<file path="src/rtl/fifo_ctrl_pkg.sv">
// Shared types and default sizing for the push-button FIFO pointer controller.
package fifo_ctrl_pkg;

  typedef enum logic [1:0] {
    IDLE     = 2'd0,
    DEBOUNCE = 2'd1,
    ISSUE    = 2'd2,
    WAIT_REL = 2'd3
  } state_e;

  localparam int DEF_DEPTH   = 8;
  localparam int DEF_ADDR_W  = 4;
  localparam int DEF_DEB_CYC = 2;
  localparam int DATA_W      = 15;

endpackage

</file>
<file path="src/rtl/btn_debounce.sv">
// Two-flop synchronizer for the raw active-low button plus a run-length counter
// that flags when the synchronized level has held steady for DEB_CYC clocks.
module btn_debounce
  import fifo_ctrl_pkg::*;
#(
  parameter int DEB_CYC = DEF_DEB_CYC
) (
  input  logic clock,
  input  logic resetN,
  input  logic button,
  output logic btn_lvl,
  output logic btn_stable
);

  localparam int RUN_W = $clog2(DEB_CYC + 1);

  logic             meta_q;
  logic             sync_q;
  logic [RUN_W-1:0] run_d;
  logic [RUN_W-1:0] run_q;

  // run_q counts consecutive clocks sync_q has held its current level, saturating.
  always_comb begin
    run_d = run_q;
    if (meta_q != sync_q) begin
      run_d = RUN_W'(1);
    end else if (run_q != RUN_W'(DEB_CYC)) begin
      run_d = run_q + 1'b1;
    end
  end

  always_ff @(posedge clock or negedge resetN) begin
    if (!resetN) begin
      meta_q <= 1'b1;
      sync_q <= 1'b1;
      run_q  <= RUN_W'(DEB_CYC);
    end else begin
      meta_q <= button;
      sync_q <= meta_q;
      run_q  <= run_d;
    end
  end

  assign btn_lvl    = sync_q;
  assign btn_stable = (run_q == RUN_W'(DEB_CYC));

endmodule

</file>
<file path="src/rtl/fifo_ctrl.sv">
// Push-button driven FIFO pointer controller: one debounced press issues one RAM
// write or read strobe. Define FIFO_CTRL_ERRCNT_EN to build the refused-operation counter.
module fifo_ctrl
  import fifo_ctrl_pkg::*;
#(
  parameter int DEPTH   = DEF_DEPTH,
  parameter int ADDR_W  = DEF_ADDR_W,
  parameter int DEB_CYC = DEF_DEB_CYC
) (
  input  logic              clock,
  input  logic              resetN,
  input  logic              button,
  input  logic              wren,
  output logic              wen,
  output logic              ren,
  output logic [ADDR_W-1:0] wrAdd,
  output logic [ADDR_W-1:0] rdAdd,
  output logic              full,
  output logic              empty,
  output logic              blocked,
  output logic [7:0]        errCount
);

  localparam int PTR_W = (DEPTH > 1) ? $clog2(DEPTH) : 1;
  localparam int CNT_W = $clog2(DEPTH) + 1;

  logic              btn_lvl;
  logic              btn_stable;

  state_e            state_d, state_q;
  logic [PTR_W-1:0]  wptr_d, wptr_q;
  logic [PTR_W-1:0]  rptr_d, rptr_q;
  logic [CNT_W-1:0]  count_d, count_q;
  logic              wen_d, wen_q;
  logic              ren_d, ren_q;
  logic              blocked_d, blocked_q;
  logic [ADDR_W-1:0] wr_add_d, wr_add_q;
  logic [ADDR_W-1:0] rd_add_d, rd_add_q;
  logic              full_d, full_q;
  logic              empty_d, empty_q;

  btn_debounce #(
    .DEB_CYC (DEB_CYC)
  ) u_btn_debounce (
    .clock      (clock),
    .resetN     (resetN),
    .button     (button),
    .btn_lvl    (btn_lvl),
    .btn_stable (btn_stable)
  );

  function automatic logic [PTR_W-1:0] next_ptr(input logic [PTR_W-1:0] p);
    return (p == PTR_W'(DEPTH - 1)) ? '0 : p + 1'b1;
  endfunction

  // The operation is decided on entry to ISSUE (wren sampled once); pointers and
  // count advance on the edge leaving ISSUE, after the strobe has been presented.
  always_comb begin
    state_d   = state_q;
    wptr_d    = wptr_q;
    rptr_d    = rptr_q;
    count_d   = count_q;
    wen_d     = 1'b0;
    ren_d     = 1'b0;
    blocked_d = 1'b0;
    wr_add_d  = wr_add_q;
    rd_add_d  = rd_add_q;
    full_d    = (count_q == CNT_W'(DEPTH));
    empty_d   = (count_q == '0);
    unique case (state_q)
      IDLE: begin
        if (!btn_lvl) state_d = DEBOUNCE;
      end
      DEBOUNCE: begin
        if (btn_lvl) begin
          state_d = IDLE;
        end else if (btn_stable) begin
          state_d = ISSUE;
          if (wren) begin
            if (!full_q) begin
              wen_d    = 1'b1;
              wr_add_d = ADDR_W'(wptr_q);
            end else begin
              blocked_d = 1'b1;
            end
          end else begin
            if (!empty_q) begin
              ren_d    = 1'b1;
              rd_add_d = ADDR_W'(rptr_q);
            end else begin
              blocked_d = 1'b1;
            end
          end
        end
      end
      ISSUE: begin
        state_d = WAIT_REL;
        if (wen_q) begin
          wptr_d  = next_ptr(wptr_q);
          count_d = count_q + 1'b1;
        end
        if (ren_q) begin
          rptr_d  = next_ptr(rptr_q);
          count_d = count_q - 1'b1;
        end
      end
      WAIT_REL: begin
        if (btn_lvl && btn_stable) state_d = IDLE;
      end
      default: state_d = IDLE;
    endcase
  end

  always_ff @(posedge clock or negedge resetN) begin
    if (!resetN) begin
      state_q   <= IDLE;
      wptr_q    <= '0;
      rptr_q    <= '0;
      count_q   <= '0;
      wen_q     <= 1'b0;
      ren_q     <= 1'b0;
      blocked_q <= 1'b0;
      wr_add_q  <= '0;
      rd_add_q  <= '0;
      full_q    <= 1'b0;
      empty_q   <= 1'b1;
    end else begin
      state_q   <= state_d;
      wptr_q    <= wptr_d;
      rptr_q    <= rptr_d;
      count_q   <= count_d;
      wen_q     <= wen_d;
      ren_q     <= ren_d;
      blocked_q <= blocked_d;
      wr_add_q  <= wr_add_d;
      rd_add_q  <= rd_add_d;
      full_q    <= full_d;
      empty_q   <= empty_d;
    end
  end

  assign wen     = wen_q;
  assign ren     = ren_q;
  assign blocked = blocked_q;
  assign wrAdd   = wr_add_q;
  assign rdAdd   = rd_add_q;
  assign full    = full_q;
  assign empty   = empty_q;

`ifdef FIFO_CTRL_ERRCNT_EN
  logic [7:0] err_cnt_d, err_cnt_q;

  function automatic logic [7:0] sat_inc8(input logic [7:0] v);
    return (v == 8'hFF) ? v : v + 8'd1;
  endfunction

  always_comb begin
    err_cnt_d = err_cnt_q;
    if (blocked_q) err_cnt_d = sat_inc8(err_cnt_q);
  end

  always_ff @(posedge clock or negedge resetN) begin
    if (!resetN) begin
      err_cnt_q <= '0;
    end else begin
      err_cnt_q <= err_cnt_d;
    end
  end

  assign errCount = err_cnt_q;
`else
  assign errCount = '0;
`endif

endmodule

</file>
<file path="config.mk">
export PLATFORM = sky130hd
export DESIGN_NAME = fifo_ctrl
export DESIGN_NICKNAME = d
export VERILOG_FILES = /design/src/rtl/fifo_ctrl_pkg.sv /design/src/rtl/btn_debounce.sv /design/src/rtl/fifo_ctrl.sv
export SDC_FILE = /design/constraint.sdc
export NUM_CORES = 1
export LEC_CHECK = 0
export ABC_AREA = 0
export CAP_MARGIN = 15
export CORE_UTILIZATION = 60
export DETAILED_ROUTE_END_ITERATION = 10
export DONT_BUFFER_PORTS = 1
export GPL_TIMING_DRIVEN = 0
export PLACE_DENSITY = 0.81
export REMOVE_ABC_BUFFERS = 1
export SLEW_MARGIN = 5
export SYNTH_ARGS = -nofsm -noshare
export SYNTH_HDL_FRONTEND = slang
export SYNTH_HIERARCHICAL = 1
export SYNTH_SLANG_ARGS = --single-unit
</file>
<file path="constraint.sdc">
create_clock -name clock -period 2.35 [get_ports clock]
set_clock_uncertainty 0.2 [all_clocks]
set_input_delay 0.235 -clock clock [delete_from_list [all_inputs] [get_ports clock]]
set_output_delay 0.235 -clock clock [all_outputs]
set_load 0.01 [all_outputs]
</file>
==> summary.txt <==
Outcome
  • Status: completed

Finish
  • Layout cell share with drive strength beyond 1: 16.7%
  • Most common cell after layout, fill and taps aside: dfrtp_1
  • Most frequent cells in the layout: dfrtp_1, conb_1, ha_1
  • Nets: 121
  • Area delta synth->final: 5.48%
  • N_diodes: 0

Critical path
  • Slowest cell on crit path: dfstp_2
  • Reg-to-reg slack, setup: roughly 0.23 ns
  • Reg-to-Reg Start: u_btn_debounce/run_q[1]$_DFFE_PN1P_
  • CP required: about 2.4 ns
  • Worst EP arrival: 2.13 ns
  • Startpoint Class: flop
  • Critical path cell sequence: ha_1 > nand4bb_1 > or3b_4 > mux2_4
  • Worst Path Max Fanout: 8
  • Max stage delay on crit path: 0.55 ns
  • Worst Reg-to-Reg Cells: 4
  • RR Endpoint: wrAdd[2]$_DFFE_PN0P_
  • Critical path class: reg -> reg
  • Crit end category: flop
  • CP startpoint: u_btn_debounce/run_q[1]$_DFFE_PN1P_

Logic synthesis
  • Yosys reg bits: 27
  • Sequential share of the synthesized area: between 50% and 60%
  • YS warnings: 6
  • Mapped Avg Cell Area: approximately 12 um2
  • Syn Inst Count: 101
  • Synth top area share: a little under half
  • Post-synth cell types: 28
  • Netlist Area Pre-Place: 0.00126 mm2
  • Synth area leaders: dfrtp_1, dfstp_2, ha_1
  • Post-synth top area cell: dfrtp_1

Placed design
  • Port bufs: 0
  • Half-perimeter wire length after placement: between 1000 and 1500 um
  • Final GP Congestion: 0.763

STA
  • Rel. slew slack: 66.6%
  • Final min period: ~2.1 ns
  • RSZ-0062 raised after global routing: no
  • Max Freq: around 470 MHz
  • Slew @ Worst Pin: ~0.50 ns
  • Fin. Hold Viols: 0
  • Final period util: about 90%
  • Fin Setup TNS: 0 ns
  • Final Slew Violations: 0
  • Final setup vio count: 0

Clock network
  • CTS tree: done
  • Htree depth: 1
  • Setup Buffers After CTS: 0
  • Worst-skew pair later-pin latency: about 0.31 ns
  • Post-CTS resize count: 0
  • Clock Tree Root: clkbuf_4
  • Clock Sinks: 27
  • CTS Buf Count: 3
  • Clock slew at reported path FFs: 0.13 ns
  • Clock Path Buffers: 2

Power and ir drop
  • Logic gate share of total power: between 10% and 20%
  • Maximum VDD drop: between 0.0003 and 0.0004 V
  • Net Switching: 0.000256 W
  • Flop pwr share: 63.5%
  • Power Density: about 700 mW/mm2
  • Clock network power share: about a fifth
  • Switching portion of total power: approximately 28%
  • LEAKAGE: 0.711 nW
  • Power Internal: around 0.00066 W
  • Pwr Total: slightly above 0.0009 W

Min path
  • Worst Hold Launch: wren
  • Min-Delay Path Depth: 2
  • Hold EP: wen$_DFF_PN0_
  • Min-Delay Path Class: in -> reg

Drt
  • Detailed Routing Iterations Pass 1: 4
  • Drt drc: 0
  • Final antenna-violating net count: 0
  • WL per Instance: around 13 um
  • Vias per cell: about 5.3
  • 1st-iter DRT viols: 7
  • DR vias: 712
  • Wire length reported by the detailed router: 1760 um

GRT
  • First-pass GRT wire length: a little under 3000 um
  • Largest net degree at the start of global routing: 28
  • Tot GR Track Use: about a fifth
  • Vias in the first global route: 687
  • GRT overflow: 0
  • Initial antenna violation count: 0

Floorplanning
  • Die X: ~48 um
  • Area of the core: between 0.0015 and 0.002 mm2
  • Ports: 25
  • Num rows: 16
  • DIE HEIGHT: 47.8 um
  • DIE AREA: roughly 0.0023 mm2
  • Starting Density: 64.0%

Flow run
  • Max Cap Violations: 0
[per-stage QoR]
step	utilization (%)	cell area [um2]	instances	hold WS (ns)	setup slack, ns
after floorplan	-	1210	100	-0.261	0.365
after global placement	63.6	1250	127	-0.260	0.300
after detailed placement	63.6	1250	127	-0.260	0.245
after CTS	67.5	1330	135	0.0355	0.226
after global routing	67.5	1330	135	0.0206	0.174
final	67.5	1330	135	0.0449	0.230
[Yosys cell counts]
library cell  instances
dfrtp_1              23
buf_4                10
ha_1                  7
inv_1                 6
mux2_2                6
nand2_1               6
a21oi_1               4
dfstp_2               4
o21ai_0               4
xor2_1                4
a21o_1                3
mux2_4                3
a31oi_1               2
mux2i_1               2
nand2b_1              2
nor2_1                2
nor3_1                2
and2b_1               1
conb_1                1
fa_1                  1
nand3_1               1
nand4bb_1             1
nor4_1                1
nor4b_1               1
or2_0                 1
or3_1                 1
or3b_4                1
xnor2_1               1
[how the worst max path moves through the flow]
| stage | end | slack, ns | depth (start not counted) |
|---|---|---|---|
| final | wrAdd[2]$_DFFE_PN0P_ | 0.23 | 4 |
| after detailed placement | wrAdd[1]$_DFFE_PN0P_ | 0.24 | 4 |
| after global placement | wrAdd[0]$_DFFE_PN0P_ | 0.30 | 4 |
| after floorplan | wrAdd[0]$_DFFE_PN0P_ | 0.36 | 4 |
| after global routing | wrAdd[1]$_DFFE_PN0P_ | 0.17 | 4 |
| after CTS | wrAdd[1]$_DFFE_PN0P_ | 0.23 | 4 |
[flip-flops by register name, indices dropped and copies added (netlist names), 2 cells and up, named ones only]
register / flops
rptr_q: 3
rdAdd: 3
wptr_q: 3
wrAdd: 3
u_btn_debounce/run_q: 2
count_q: 4
[cells by family (layout without fill, tap and decap cells)]
family | count (synthesis) | after routing | synth area share, %
flip-flops | 27 | 27 | 54.2
AO/OA/AOI/OAI | 13 | 13 | 5.98
multiplexers | 11 | 11 | 10.6
AND/OR/NAND/NOR | 20 | 20 | 9.16
buffers and inverters | 16 | 14 | 7.77
adder cells (fa/ha/maj) | 8 | 8 | 8.57
other | 1 | 10 | 0.299
XOR/XNOR | 5 | 5 | 3.49
[area by class of cell]
cell class | instances | area (um2)
timing repair buffer | 4 | 50.0
sequential | 27 | 681
fill | 167 | 637
tap | 27 | 33.8
inverter | 6 | 22.5
clock buffer | 4 | 26.3
multi-input combinational | 67 | 512
[worst max-delay path, delay by kind of cell (launching register included)]
family                     cells  cell delay (ns)
DFF                            1             0.55
and+or+nand+nor                2             0.66
muxes                          1             0.31
adders and majority gates      1             0.29
[routing by layer]
metal | track usage [%] | vias up | share of wire (%)
li1 | - | 335 | -
met1 | 24.9 | 353 | 43
met2 | 30.0 | 22 | 51
met3 | 4.53 | 2 | 5.1
met4 | 8.33 | 0 | 0.85
met5 | 0 | - | 0
[power groups by stage]
stage          registers [W]  logic [W]  clock network (W)
6_report            0.000583   0.000142           0.000192
5_1_grt             0.000593   0.000166           0.000219
4_1_cts             0.000583   0.000145           0.000199
3_5_place_dp        0.000592   0.000126                  0
3_3_place_gp        0.000588   0.000115                  0
2_1_floorplan       0.000579   0.000105                  0
[repair_timing]
action                                  4_1_cts  5_1_grt
endpoints found under the setup margin        0        0
hold buffers                                  4        0
endpoints found under the hold margin        30        0
Note: power is estimated with default switching activity, not from simulation.
